===== config.mk =====
export PLATFORM = sky130hd
export DESIGN_NAME = ucq_ctrl_n
export DESIGN_NICKNAME = d
export VERILOG_FILES = /design/src/rtl/ucq_ctrl_n.sv
export SDC_FILE = /design/constraint.sdc
export NUM_CORES = 1
export LEC_CHECK = 0
export ABC_AREA = 1
export BUFFER_PORTS_ARGS = -buffer_cell sky130_fd_sc_hd__buf_2
export CORE_ASPECT_RATIO = 0.75
export CORE_MARGIN = 4
export CORE_UTILIZATION = 60
export CTS_CLUSTER_DIAMETER = 150
export DETAILED_ROUTE_END_ITERATION = 10
export PLACE_DENSITY_LB_ADDON = 0.15
export SYNTH_ARGS = -nofsm -noshare
export SYNTH_HDL_FRONTEND = slang
export SYNTH_SLANG_ARGS = --single-unit

===== constraint.sdc =====
create_clock -name clk -period 10.15 [get_ports clk]
set_clock_uncertainty 0.2 [all_clocks]
set_input_delay 1.5225 -clock clk [delete_from_list [all_inputs] [get_ports clk]]
set_output_delay 1.5225 -clock clk [all_outputs]
set_load 0.005 [all_outputs]

===== src/rtl/ucq_ctrl_n.sv =====
// Unit-clause queue controller: UCQ_in/UCQ_out FIFOs, conflict FSM, stall detect; UCQ_DEDUP_EN adds UCQ_in dedup.
// Latency: 1 cycle push-to-head (no bypass); bcp_halt, stall and eng_lit are combinational.
// Backpressure: pushes to a full queue are dropped (sticky overflow) unless a same-cycle pop frees a slot.
module ucq_ctrl_n #(
  parameter int LIT_W     = 16,
  parameter int DEPTH     = 8,
  parameter int AFULL_TH  = DEPTH - 2,
  parameter int STALL_CYC = 2
) (
  input  logic                     clk,
  input  logic                     rst_n,
  input  logic                     proc_halt,
  input  logic                     imp_valid,
  input  logic [LIT_W-1:0]         imp_lit,
  input  logic                     uin_pop,
  output logic [LIT_W-1:0]         uin_lit,
  output logic                     uin_empty,
  output logic [$clog2(DEPTH):0]   uin_count,
  input  logic                     uout_push,
  input  logic [LIT_W-1:0]         uout_lit,
  output logic                     uout_full,
  output logic                     eng_valid,
  output logic [LIT_W-1:0]         eng_lit,
  input  logic                     eng_accept,
  input  logic                     eng_busy,
  input  logic                     eng_conflict,
  input  logic                     conflict_clr,
  output logic                     bcp_halt,
  output logic                     stall,
  output logic                     conflict,
  output logic                     overflow
);

  localparam int AW = $clog2(DEPTH);
  localparam int CW = AW + 1;
  localparam int SW = (STALL_CYC < 1) ? 1 : $clog2(STALL_CYC + 1);
  localparam logic [SW-1:0] STALL_C = SW'(STALL_CYC);

  localparam logic [1:0] S_RUN   = 2'd0;
  localparam logic [1:0] S_FLUSH = 2'd1;
  localparam logic [1:0] S_CONFL = 2'd2;

  logic [1:0]       state, state_nxt;
  logic [LIT_W-1:0] in_mem  [DEPTH];
  logic [LIT_W-1:0] out_mem [DEPTH];
  logic [AW:0]      in_wp, in_rp, out_wp, out_rp;
  logic [AW:0]      out_count;
  logic             in_full, out_empty;
  logic             in_push_req, in_push, in_pop;
  logic             out_push_req, out_push, out_pop;
  logic             imp_nz, dup_hit, neg_hit;
  logic             conflict_evt, flush, ovf_set;
  logic [SW-1:0]    idle_cnt;

  assign uin_count = in_wp - in_rp;
  assign uin_empty = (uin_count == '0);
  assign in_full   = (uin_count == CW'(DEPTH));
  assign out_count = out_wp - out_rp;
  assign out_empty = (out_count == '0);
  assign uout_full = (out_count == CW'(DEPTH));

  assign uin_lit = uin_empty ? '0 : in_mem[in_rp[AW-1:0]];
  assign eng_lit = out_empty ? '0 : -out_mem[out_rp[AW-1:0]];

  assign imp_nz = imp_valid && (imp_lit != '0);

`ifdef UCQ_DEDUP_EN
  logic [AW-1:0] off;
  // Only slots between read pointer and occupancy hold live literals.
  always_comb begin
    dup_hit = 1'b0;
    neg_hit = 1'b0;
    off     = '0;
    for (int i = 0; i < DEPTH; i++) begin
      off = AW'(i) - in_rp[AW-1:0];
      if ({1'b0, off} < uin_count) begin
        if (imp_lit == in_mem[i])  dup_hit = 1'b1;
        if (imp_lit == -in_mem[i]) neg_hit = 1'b1;
      end
    end
  end
`else
  assign dup_hit = 1'b0;
  assign neg_hit = 1'b0;
`endif

  assign conflict_evt = eng_conflict || (imp_nz && neg_hit);
  // Queues clear on the edge entering FLUSH and again while in FLUSH.
  assign flush = (state == S_FLUSH) || ((state == S_RUN) && conflict_evt);

  assign in_push_req  = imp_nz && !dup_hit && !flush;
  assign in_pop       = uin_pop && !uin_empty;
  assign in_push      = in_push_req && (!in_full || in_pop);

  assign eng_valid    = !out_empty && (state == S_RUN);
  assign out_push_req = uout_push && (uout_lit != '0) && !flush;
  assign out_pop      = eng_accept && eng_valid;
  assign out_push     = out_push_req && (!uout_full || out_pop);

  assign ovf_set = (in_push_req && !in_push) || (out_push_req && !out_push);

  always_ff @(posedge clk or negedge rst_n) begin
    if (!rst_n) begin
      in_wp  <= '0;
      in_rp  <= '0;
      out_wp <= '0;
      out_rp <= '0;
    end else if (flush) begin
      in_wp  <= '0;
      in_rp  <= '0;
      out_wp <= '0;
      out_rp <= '0;
    end else begin
      if (in_push)  in_wp  <= in_wp + 1'b1;
      if (in_pop)   in_rp  <= in_rp + 1'b1;
      if (out_push) out_wp <= out_wp + 1'b1;
      if (out_pop)  out_rp <= out_rp + 1'b1;
    end
  end

  always_ff @(posedge clk) begin
    if (in_push)  in_mem[in_wp[AW-1:0]]   <= imp_lit;
    if (out_push) out_mem[out_wp[AW-1:0]] <= uout_lit;
  end

  always_comb begin
    state_nxt = state;
    case (state)
      S_RUN:   if (conflict_evt) state_nxt = S_FLUSH;
      S_FLUSH: state_nxt = S_CONFL;
      S_CONFL: if (conflict_clr) state_nxt = S_RUN;
      default: state_nxt = S_RUN;
    endcase
  end

  always_ff @(posedge clk or negedge rst_n) begin
    if (!rst_n) state <= S_RUN;
    else        state <= state_nxt;
  end

  always_ff @(posedge clk or negedge rst_n) begin
    if (!rst_n) begin
      idle_cnt <= '0;
    end else if ((state == S_RUN) && out_empty && !uout_push && !imp_valid && !eng_busy) begin
      if (idle_cnt != STALL_C) idle_cnt <= idle_cnt + 1'b1;
    end else begin
      idle_cnt <= '0;
    end
  end

  // A new drop in the clearing cycle wins so it is not lost.
  always_ff @(posedge clk or negedge rst_n) begin
    if (!rst_n)            overflow <= 1'b0;
    else if (ovf_set)      overflow <= 1'b1;
    else if (conflict_clr) overflow <= 1'b0;
  end

  assign stall    = (idle_cnt == STALL_C) && !uout_push;
  assign conflict = (state == S_FLUSH) || (state == S_CONFL);
  assign bcp_halt = proc_halt || (uin_count >= CW'(AFULL_TH)) || (state != S_RUN);

endmodule


* Word-level counts from Yosys, hierarchy flattened *
Memory sizes are Yosys's and may differ from the RTL's.
Cells that the tools add are included.

word-level totals
  flip-flop bits (word level) = 21
  bits in latches = 0
  bits in writable memories = 256
  ROM bits = 0
  input port bits = 42
  word-level logic and storage cells = 94
  memories = 2

operators by class
  $add $sub $neg = 8
  multiply operators = 0
  div/mod/pow operators = 0
  magnitude comparators = 1
  equality and inequality tests = 9
  shift-type cells = 0
  muxes and demuxes = 21
  bitwise operators = 0
  reductions and logical operators = 46

memory list
  name     depth  bits a word  rd ports  clocked after memory_dff  wr ports  RTL line  RTL
  in_mem   8      16           1         0                         1         44        logic [LIT_W-1:0] in_mem [DEPTH];
  out_mem  8      16           1         0                         1         45        logic [LIT_W-1:0] out_mem [DEPTH];

operators by type and width
  cell                 number
  $mux 16              2
  $mux 4               8
  $reduce_bool 16->1   2
  $logic_and 1x1->1    17
  $add 4x1->4 const B  4
  $neg 16->16          1
  $reduce_bool 2->1    6
  $logic_not 1->1      10
  $eq 4x4->1 const B   2
  $logic_not 4->1      2
  $mux 2               4
  $sub 4x4->4          2
  $logic_or 1x1->1     7
  $mux 1               6
  $ne 2x2->1 const B   3
  $pmux 2 s3           1
  $eq 2x2->1 const B   2
  $ge 4x3->1 const B   1
  $add 2x1->2 const B  1
  $eq 2x1->1 const B   1
  $logic_not 2->1      1
  $ne 2x1->1 const B   1
  $reduce_and 2->1     1

* Logic depth before layout (Yosys ltp) *
  depth after elaboration = 11
  depth in mapped cells = 16

* Least setup slack after synthesis *
Ideal clock, no wire load.

  kind = input port to flip-flop
  start = input eng_conflict
  end = memory in_mem[6][0] (enable)
  setup time = 0.409 ns
  arrival = 3.511 ns
  slack = 6.029 ns
  stages = 8
  cells stage by stage = a21oi_1 > buf_2 > inv_1 > nor2_1 > nand2_1 > inv_1 > nand2_1 > nor3_1

on the way
  cells in the longest elaborated chain, start to end = 7

RTL lines
  element                       RTL line  RTL
  start: declaration            26        input logic eng_conflict,
  $logic_and 1x1->1             89        assign flush = (state == S_FLUSH) || ((state == S_RUN) && conflict_evt);
  $logic_or 1x1->1              89
  $logic_not 1->1               91        assign in_push_req = imp_nz && !dup_hit && !flush;
  $logic_and 1x1->1             91
  $logic_and 1x1->1             93        assign in_push = in_push_req && (!in_full || in_pop);
  $mux 1                        122       if (in_push) in_mem[in_wp[AW-1:0]] <= imp_lit;
  $mux 1 (not written as such)  122
  end: declaration              44

No other way between the ends.

* Worst setup path after layout *
  start = register out_rp[1]
  end = output eng_lit[13]

on the way
  cells in the longest elaborated chain, start to end = 3
  elaborated cells between the ends (all ways) = 5
  those cells by class = add/sub: 2; mux: 1; reduce/logical: 1; memory: 1

RTL lines
  element                                         RTL line  RTL
  start: declaration                              46        logic [AW:0] in_wp, in_rp, out_wp, out_rp;
  start signal: assignment                        117       if (out_pop) out_rp <= out_rp + 1'b1;
  $mem_v2 8x16 or $sub 4x4->4 (tied branches)     -
  $neg 16->16 or $logic_not 4->1 (tied branches)  63, 59
  $mux 16 *                                       63        assign eng_lit = out_empty ? '0 : -out_mem[out_rp[AW-1:0]];
  end: declaration                                23        output logic [LIT_W-1:0] eng_lit,

Every way passes the cells marked *; elsewhere a longest branch is shown, timed or not.

==> flow_metrics.py <==
metrics = {
    "route": {
        "vias": 8827,
        "drt_first_iter_violations": 863,
        "drc": 0,
        "ant_nets": 0,
        "post_drt_wl_per_cell_um": 17.80,
        "dr.pass1.iters": 5,
        "viasPerCell": 5.566,
        "routed_wl_mm": 28.23,
    },
    "timing": {
        "max_slew_margin_pct": 18.54,
        "clock.fmax_mhz": 190.6,
        "slew_violations": 0,
        "min_period_over_period_pct": 51.68,
        "holdWs_ps": 281.9,
        "tightestPinTransition_ps": 1221,
        "rsz0062_at_grt": "false",
        "final_hold_viol_count": 0,
        "finalSetupViolations": 0,
        "fin_tns_setup_ps": 0,
        "finalCriticalPeriod_ps": 5246,
    },
    "worst_setup_path": {
        "worst_setup_path_startpoint": "out_rp[1]",
        "rr_worst_depth": 13,
        "crit_required_ps": 8430,
        "worstPathArrival_ps": 3520,
        "critPathMaxFanout": 37,
        "ff2ff_setup_slack_ps": 5860,
        "worstSetupEndpointType": "output pin",
        "crit_end": "eng_lit[13]",
        "crit_type": "register to output pin",
        "startpoint_type": "register",
        "r2r-start": "out_rp[1]",
        "r2r_end": "out_mem[6][10]",
    },
    "floorplan": {
        "fp.coreArea_um2": 20440,
        "rows": 45,
        "die_w_um": 175.4,
        "die_y_um": 133.6,
        "ioPinCount": 85,
        "die_area_um2": 23430,
        "initial_core_util_pct": 61.71,
    },
    "placement": {
        "routabilityCongestion": 0.8829,
        "dp_hpwl_mm": 17.18,
        "placed_area_um2": 13270,
        "io_buffer_count": 84,
    },
    "global_routing": {
        "grt_pass1_vias": 8149,
        "grt_antenna_before_repair": 1,
        "grt_max_degree": 71,
        "grtUsageTotal_pct": 23.64,
        "grt_overflow": 0,
        "grt_pass1_wl_mm": 44.24,
    },
    "synthesis": {
        "syn_avg_cell_area_um2": 10.44,
        "syn-num-nets": 1267,
        "synth_flop_cell": "edfxtp_1",
        "ys_warn_count": 0,
        "ys_async_sr_fraction_pct": 7.581,
        "syn-cell-area_um2": 12610,
        "ys_seq_area_share_pct": 65.12,
        "syn_inst": 1208,
        "synth_edf_count": 256,
        "ys_seq_elements": 277,
        "synth_cell_types": 40,
    },
    "finish": {
        "fillers": 1551,
        "antennaDiodeCount": 0,
        "nNetsFinal": 1346,
        "finalInstanceArea_um2": 14070,
        "drive_above_1_share_pct": 13.11,
        "ff_latch_area_um2": 8215,
        "syn_to_final_growth_pct": 11.59,
        "multi_input_area_um2": 3615,
    },
    "clocking": {
        "clock_latency_ps": 540,
        "clk_pin_slew_ps": 60,
        "cts_tree": "yes",
        "htreeDepth": 1,
        "cts_hold_buffers": 0,
        "cts_buffer_depth": 3,
        "cts_resized": 0,
        "clock_sinks": 277,
        "cts-root-buf": "clkbuf_16",
        "cts_buffers": 27,
        "postCtsSetupBuffers": 0,
    },
    "pwr": {
        "power.density_nw_per_um2": 257.1,
        "p_leak_nw": 5.849,
        "irDropWorstVdd_mv": 0.1457,
    },
    "min_path": {
        "hp-class": "register to register",
    },
    "outcome": {
        "status": "finished, final reports clean",
    },
    "job": {
        "cap_violations": 0,
    },
}
## layout make-up
| type | instances | share of cell area, % |
|---|---|---|
| clock inverters | 8 | 0.4090 |
| inverters | 132 | 3.556 |
| flip-flops and latches | 277 | 58.37 |
| well taps | 282 | 2.507 |
| multi-input cells | 743 | 25.68 |
| clock buffers | 38 | 5.308 |
| repair buffers | 106 | 4.161 |
## per-stage QoR
step | std cells | total power, W | setup slack (ps) | utilization (%)
detailed placement | 1540 | 0.002706 | 5524 | 64.92
floorplan | 1208 | 0.002275 | 6029 | -
global placement | 1540 | 0.002682 | 5547 | 64.92
CTS | 1586 | 0.003630 | 4930 | 68.86
finish | 1586 | 0.003618 | 4904 | 68.86
global route | 1586 | 0.003846 | 4596 | 68.86
## synthesized netlist by cell type, drive strengths merged (16+ instances only)
cell	n	area share [%]
edfxtp	256	61
nor2	95	3.0
inv	132	4.0
ha	16	1.6
nand2	357	11
o21ai	28	1.2
dfrtp	21	4.2
nand3	96	3.8
a211oi	16	0.95
a21oi	60	2.4
buf	41	2.0
## sequential cells by signal, summed over array words and instances, names as in the netlist
signal	flops
idle_cnt	2
in_mem	128
in_rp	4
in_wp	4
out_mem	128
out_rp	4
out_wp	4
overflow	1
state	2
## where the power goes
| group | switching (W) | internal [W] |
|---|---|---|
| combinational | 0.000856 | 0.000432 |
| clock | 0.000411 | 0.000513 |
| sequential | 0.0000389 | 0.00137 |
| total | 0.00131 | 0.00231 |
## kinds of logic after synthesis
kind of cell               after synthesis  share of synthesized area (%)
and+or+nand+nor                        569                          18.57
DFF                                    277                          65.12
buffers and inverters                  188                          6.419
AOI/OAI and AO/OA                      144                          7.242
adders and majority gates               17                          1.746
xor gates and xnor gates                13                         0.9028
## cells in the final DEF, fill, tap and decap left out, drive strengths merged
| cell | Yosys | final |
|---|---|---|
| a32o | 15 | 15 |
| nor4 | 5 | 5 |
| a211oi | 16 | 16 |
| nand3 | 96 | 96 |
| nand3b | 1 | 1 |
| and2 | 1 | 1 |
| clkbuf | 15 | 38 |
| o21ai | 28 | 28 |
| o21ba | 1 | 1 |
| a22oi | 15 | 15 |
| o21a | 1 | 1 |
| nand2 | 357 | 357 |
| buf | 41 | 106 |
| xor2 | 9 | 9 |
| ha | 16 | 16 |
| a21oi | 60 | 60 |
| inv | 132 | 134 |
| o31ai | 2 | 2 |
| o22ai | 3 | 3 |
| edfxtp | 256 | 256 |
| o221ai | 1 | 1 |
| nor3 | 10 | 10 |
| fa | 1 | 1 |
| clkinvlp | 0 | 1 |
| clkinv | 0 | 5 |
| nor2 | 95 | 95 |
| nand4 | 4 | 4 |
| o21bai | 1 | 1 |
| o211ai | 1 | 1 |
| dfrtp | 21 | 21 |
| xnor2 | 4 | 4 |
## critical path, stage by stage, from the launching register on
cell	delay (ps)
dfrtp_1	320
buf_4	390
inv_2	380
ha_1	420
inv_1	50
o21bai_2	130
nand2_1	90
nand2_1	60
nand2_1	60
nand2_1	140
nor2_4	90
inv_1	290
nand2_1	100
nor2_1	230
buf_2	170
## metal layers
metal / GRT usage [%] / share of wire (%) / vias to the layer above / wire (µm)
met3: 3.801 / 8.2 / 45 / 2304
met5: 0 / 0.025 / - / 7
met1: 37.08 / 46 / 4215 / 12920
met4: 4.286 / 1.4 / 2 / 403
met2: 35.81 / 45 / 319 / 12590
li1: - / - / 4246 / -
## worst min path at each step
stage	slack, ps	startpoint	cells after the start	end
2_1_floorplan	280	overflow	2	overflow
3_3_place_gp	270	overflow	2	overflow
3_5_place_dp	270	overflow	2	overflow
4_1_cts	290	overflow	2	overflow
5_1_grt	360	overflow	2	overflow
6_report	280	overflow	2	overflow
No activity file was read; power rests on OpenSTA's default activity.
